[src/rtl/mips_trace_capture.sv]
// mips_trace_capture: records one (pc, alu) pair into a circular buffer each
// time the observed PC changes, then presents the pairs oldest-first over a
// valid/ready port once capture has stopped.
module mips_trace_capture #(
  parameter int DEPTH  = 16,
  parameter int ADDR_W = 4,
  parameter int DATA_W = 32,
  parameter bit WRAP   = 1'b0
) (
  input  logic              clk,
  input  logic              rst,
  input  logic              arm,
  input  logic              stop,
  input  logic [DATA_W-1:0] pc_in,
  input  logic [DATA_W-1:0] alu_in,
  input  logic              rd_ready,
  output logic              rd_valid,
  output logic [DATA_W-1:0] rd_pc,
  output logic [DATA_W-1:0] rd_alu,
  output logic [ADDR_W:0]   count,
  output logic              overflow,
  output logic              busy
);

  typedef enum logic [1:0] {
    S_IDLE    = 2'd0,
    S_CAPTURE = 2'd1,
    S_DONE    = 2'd2
  } state_t;

  localparam logic [ADDR_W:0] FULL   = (ADDR_W+1)'(DEPTH);
  localparam logic [ADDR_W:0] ALMOST = (ADDR_W+1)'(DEPTH - 1);

  state_t              r_state, w_state_next;
  logic [ADDR_W-1:0]   r_wr_ptr, w_wr_ptr_next;
  logic [ADDR_W-1:0]   r_rd_ptr, w_rd_ptr_next;
  logic [ADDR_W:0]     r_count, w_count_next;
  logic                r_overflow, w_overflow_next;
  logic                r_last_valid, w_last_valid_next;
  logic [DATA_W-1:0]   r_last_pc;

  logic [DATA_W-1:0]   r_mem_pc  [DEPTH];
  logic [DATA_W-1:0]   r_mem_alu [DEPTH];

  logic w_sample;
  logic w_write;
  logic w_transfer;

  // A new PC while capturing is a sample; it is written unless a non-wrapping
  // buffer is already full (which cannot persist, since filling ends capture).
  assign w_sample   = (r_state == S_CAPTURE) && (!r_last_valid || (pc_in != r_last_pc));
  assign w_write    = w_sample && ((r_count != FULL) || WRAP);
  assign rd_valid   = (r_state == S_DONE) && (r_count != '0);
  assign w_transfer = rd_valid && rd_ready;

  // Readout is combinational from the read pointer.
  assign rd_pc    = r_mem_pc[r_rd_ptr];
  assign rd_alu   = r_mem_alu[r_rd_ptr];
  assign count    = r_count;
  assign overflow = r_overflow;
  assign busy     = (r_state == S_CAPTURE);

  // Next-state and pointer/count bookkeeping.
  always_comb begin
    w_state_next      = r_state;
    w_wr_ptr_next     = r_wr_ptr;
    w_rd_ptr_next     = r_rd_ptr;
    w_count_next      = r_count;
    w_overflow_next   = r_overflow;
    w_last_valid_next = r_last_valid;

    unique case (r_state)
      S_IDLE: begin
        if (arm) begin
          w_state_next      = S_CAPTURE;
          w_wr_ptr_next     = '0;
          w_rd_ptr_next     = '0;
          w_count_next      = '0;
          w_overflow_next   = 1'b0;
          w_last_valid_next = 1'b0;
        end
      end
      S_CAPTURE: begin
        if (w_write) begin
          w_wr_ptr_next     = r_wr_ptr + 1'b1;
          w_last_valid_next = 1'b1;
          if (r_count == FULL) begin
            // Wrapping: the oldest entry is overwritten, so skip past it.
            w_rd_ptr_next   = r_rd_ptr + 1'b1;
            w_overflow_next = 1'b1;
          end else begin
            w_count_next = r_count + 1'b1;
          end
        end
        // A coincident sample is still written above before leaving.
        if (stop || (!WRAP && w_write && (r_count == ALMOST))) begin
          w_state_next = S_DONE;
        end
      end
      S_DONE: begin
        if (arm) begin
          w_state_next      = S_CAPTURE;
          w_wr_ptr_next     = '0;
          w_rd_ptr_next     = '0;
          w_count_next      = '0;
          w_overflow_next   = 1'b0;
          w_last_valid_next = 1'b0;
        end else if (r_count == '0) begin
          w_state_next = S_IDLE;
        end else if (w_transfer) begin
          w_rd_ptr_next = r_rd_ptr + 1'b1;
          w_count_next  = r_count - 1'b1;
          if (r_count == (ADDR_W+1)'(1)) begin
            w_state_next = S_IDLE;
          end
        end
      end
      default: begin
        w_state_next = S_IDLE;
      end
    endcase
  end

  // State and control registers with synchronous reset.
  always_ff @(posedge clk) begin
    if (rst) begin
      r_state      <= S_IDLE;
      r_wr_ptr     <= '0;
      r_rd_ptr     <= '0;
      r_count      <= '0;
      r_overflow   <= 1'b0;
      r_last_valid <= 1'b0;
    end else begin
      r_state      <= w_state_next;
      r_wr_ptr     <= w_wr_ptr_next;
      r_rd_ptr     <= w_rd_ptr_next;
      r_count      <= w_count_next;
      r_overflow   <= w_overflow_next;
      r_last_valid <= w_last_valid_next;
    end
  end

  // Last stored PC; only meaningful while r_last_valid is set.
  always_ff @(posedge clk) begin
    if (w_write) begin
      r_last_pc <= pc_in;
    end
  end

  // Trace memory write port; contents survive reset.
  always_ff @(posedge clk) begin
    if (w_write && !rst) begin
      r_mem_pc[r_wr_ptr]  <= pc_in;
      r_mem_alu[r_wr_ptr] <= alu_in;
    end
  end

endmodule
[config.mk]
export PLATFORM = sky130hd
export DESIGN_NAME = mips_trace_capture
export DESIGN_NICKNAME = d
export VERILOG_FILES = /design/src/rtl/mips_trace_capture.sv
export SDC_FILE = /design/constraint.sdc
export NUM_CORES = 1
export LEC_CHECK = 0
export ABC_CLOCK_PERIOD_IN_PS = 5600
export CAP_MARGIN = 15
export CELL_PAD_IN_SITES_DETAIL_PLACEMENT = 0
export CELL_PAD_IN_SITES_GLOBAL_PLACEMENT = 1
export CORE_MARGIN = 4
export CORE_UTILIZATION = 45
export CTS_BUF_LIST = sky130_fd_sc_hd__clkbuf_4
export DETAILED_ROUTE_END_ITERATION = 6
export DONT_BUFFER_PORTS = 1
export PLACE_DENSITY = 0.62
export SLEW_MARGIN = 20
export SYNTH_ARGS = -nofsm -noshare
export SYNTH_HDL_FRONTEND = slang
export SYNTH_SLANG_ARGS = --single-unit
[constraint.sdc]
create_clock -name clk -period 5.6 [get_ports clk]
set_input_delay 1.4 -clock clk [delete_from_list [all_inputs] [get_ports clk]]
set_output_delay 1.4 -clock clk [all_outputs]
set_load 0.005 [all_outputs]
==> qor.yml <==
power:
  p_sw_share_pct: 23.08
  total_power_mw: 17.36
  sequentialPowerShare_pct: 53.1
  pwr-share-clk_pct: 37.9
  cellLeakagePower_nw: 14.22
  ir_worst_vdd_mv: 0.1995
  p_switching_mw: 4.006
  power.internal_mw: 13.35
  power_frac_comb_pct: 9.0
  powerDensity_nw_per_um2: 373.1
placed_design:
  pre_cts_ws_ns: 0.7866
  gp_congestion: 0.7344
  port_buffers: 0
  dp_hpwl_um: 49050
  dp_cells: 2842
clock_network:
  numCtsBuffers: 297
  cts_setup_buffers: 0
  cts_hold_buf: 0
  h-tree-depth: 5
  clk_latency_ns: 1.13
  clk_pin_slew_ns: 0.06
  clockRootBuffer: "clkbuf_4"
  cts_tree: "yes"
  clock_sinks: 1077
  clockBufferDepth: 4
  cts_resized: 0
layout:
  final_util_pct: 51.38
  drive_above_1_share_pct: 37.69
  nets: 2050
  stdcell_count: 3321
  fillCellCount: 7173
  area_growth_pct: 12.44
logic_synthesis:
  ys.warnings.count: 0
  syn_nets: 1784
  synth_area_um2: 41380
  syn_inst: 1700
  synth_edf_count: 1056
  ys.flop_type: "edfxtp_1"
  synthArstFlopShare_pct: 0
  ys_seq_area_share_pct: 77.64
  syn_area_per_cell_um2: 24.34
  ys_types: 54
  synth-seq-cells: 1077
grt:
  grt_max_degree: 65
  overflow: 0
  grt_antenna_before_repair: 1
  grt_pass1_wl_um: 135600
  grt_usage_pct: 19.11
  grt_pass1_vias: 20620
setup_path:
  cpMostUsedCell: "mux4_2"
  crit_chain: "buf_4, mux4_2, mux4_2"
  worst_path_max_delay_cell: "dfxtp_4"
  cp_slowest_stage_delay_ns: 0.93
  end_kind: "output port"
  startpoint_type: "flop"
  crit_type: "reg -> out"
  cp_top_family: "multiplexers"
  cp_max_fo: 49
  cp.buffers_inverters: 1
  crit_arrival_ns: 3.51
  required_ns: 4.20
die:
  dieArea_um2: 96880
  rows: 110
  die_w_um: 311.3
  core-area_um2: 90560
  ioPinCount: 141
  die_h_um: 311.3
  start_util_pct: 45.69
drt:
  vias: 18930
  wl_per_cell_um: 27.48
  postRouteAntennaNets: 0
  drtIter0Drc: 1384
  viasPerCell: 5.699
  firstDrtPassIters: 5
  routed_wl_um: 91280
  drc: 0
timing:
  fin_tns_setup_ns: 0
  rsz0062_at_grt: "no"
  relSlewSlack_pct: 30.67
  tightest_slew_ns: 1.037
  slew_violations: 0
  setup_viol: 0
  max_freq_ghz: 0.2035
  fin_crit_sh_pct: 87.74
  min_period_ns: 4.913
  finalWorstSetupSlack_ns: 0.6865
  fin_skew_ns: 0.1166
  hold_violations: 0
outcome:
  run_status: "finished clean"
hold_path:
  hp-class: "in -> reg"
flow_run:
  drv_cap: 0
==> final timing paths <==
check | from | to | slack, ns | cells past startpoint
setup / recovery | flop | rd_pc[20] | 0.69 | 3
hold reg to reg | r_rd_ptr[1] | flop | 0.43 | 2
hold / removal | pc_in[17] | r_mem_pc[0][17] | 0.36 | 0
setup reg to reg | count[1] | r_mem_pc[0][24] | 1.62 | 7
==> layer usage <==
layer / global-route usage (%) / up-vias / share of wire, %
li1: - / 8057 / -
met1: 24.68 / 10140 / 41
met2: 31.50 / 591 / 51
met3: 5.808 / 141 / 7.0
met4: 5.889 / 0 / 1.6
met5: 0 / - / 0
==> placed cells by master (no fill, tap or decap), types with 13 or more instances in the layout <==
master	netlist	layout
a21oi_1	14	14
buf_12	0	16
buf_4	21	28
clkbuf_4	0	408
clkinv_1	0	44
dfxtp_1	21	17
edfxtp_1	1056	1056
ha_1	15	15
inv_1	13	13
mux4_1	21	21
mux4_2	300	300
nand2_1	19	19
nor2_1	33	17
nor2_4	0	16
xnor2_1	31	31
==> per-stage QoR <==
stage / area (µm²) / hold WS, ns
2_1_floorplan: 41380 / 0.4629
3_3_place_gp: 43060 / 0.4687
3_5_place_dp: 43060 / 0.4641
4_1_cts: 46510 / 0.1953
5_1_grt: 46530 / 0.2331
6_report: 46530 / 0.3597
==> worst register-to-register path, stage by stage, from the launching register on <==
cell	delay (ns)
dfxtp_1	0.48
inv_1	0.14
ha_1	0.25
nand3_1	0.21
and2_0	0.35
nand3_1	0.39
nor2_4	0.92
buf_4	0.81
==> power by group through the flow <==
stage                     logic [mW]  clock network [mW]  registers (mW)
after CTS                       1.61                6.83            9.22
final                           1.56                6.58            9.22
after floorplan                 1.20                   0            9.35
after global placement          1.60                   0            9.39
after global routing            1.69                7.30            9.23
after detailed placement        1.60                   0            9.39
==> cells by family (layout without fill, tap and decap cells) <==
kind of cell | Yosys count | in the layout | share of synthesized area [%]
and+or+nand+nor | 110 | 110 | 1.355
adders and majority gates | 15 | 15 | 0.4535
other | 0 | 1 | 0
buffers and inverters | 90 | 534 | 1.194
muxes | 329 | 329 | 17.86
xor gates and xnor gates | 33 | 33 | 0.6984
AOI/OAI and AO/OA | 46 | 46 | 0.7922
DFF | 1077 | 1077 | 77.64
==> cell usage after synthesis, types with 2 or more instances <==
cell type / n / share of area [%]
and2_1: 3 / 0.045
buf_2: 10 / 0.12
a21oi_1: 14 / 0.17
nand2b_1: 3 / 0.045
nand2_1: 19 / 0.17
and3_1: 4 / 0.060
nor4b_1: 2 / 0.042
clkbuf_1: 25 / 0.23
mux2i_1: 5 / 0.12
o211ai_1: 4 / 0.073
buf_1: 12 / 0.11
nor4_1: 3 / 0.045
mux4_2: 300 / 16
edfxtp_1: 1056 / 77
nand4b_1: 3 / 0.064
buf_4: 21 / 0.38
a31oi_1: 3 / 0.045
or3_1: 3 / 0.045
inv_1: 13 / 0.12
nand3b_1: 2 / 0.036
ha_1: 15 / 0.45
nor2_1: 33 / 0.30
o21ai_0: 10 / 0.12
nand3_1: 10 / 0.12
buf_6: 7 / 0.19
nor2b_1: 2 / 0.030
nand4_1: 12 / 0.18
mux2_2: 3 / 0.082
dfxtp_1: 21 / 1.0
nor3_1: 6 / 0.073
mux4_1: 21 / 1.3
xor2_1: 2 / 0.042
o2111ai_1: 2 / 0.042
xnor2_1: 31 / 0.66
==> sequential cells by signal, summed over array words and instances, names as in the netlist, named ones only <==
| register | cells |
|---|---|
| r_last_valid | 1 |
| count | 5 |
| r_wr_ptr | 4 |
| overflow | 1 |
| r_rd_ptr | 4 |
| r_state | 2 |
| r_mem_pc | 512 |
| r_mem_alu | 512 |
| r_last_pc | 32 |
==> cell type report <==
cell class / instances / area (µm²) / share of cell area [%]
diodes: 1 / 2.502 / 0.005378
clock buffers: 408 / 3063 / 6.583
clock inverters: 69 / 389.1 / 0.8363
inverters: 13 / 48.80 / 0.1049
multi-input cells: 533 / 8879 / 19.08
flip-flops and latches: 1077 / 32150 / 69.09
well taps: 1176 / 1471 / 3.162
repair buffers: 44 / 530.5 / 1.140
(Power assumes the default switching activity.)
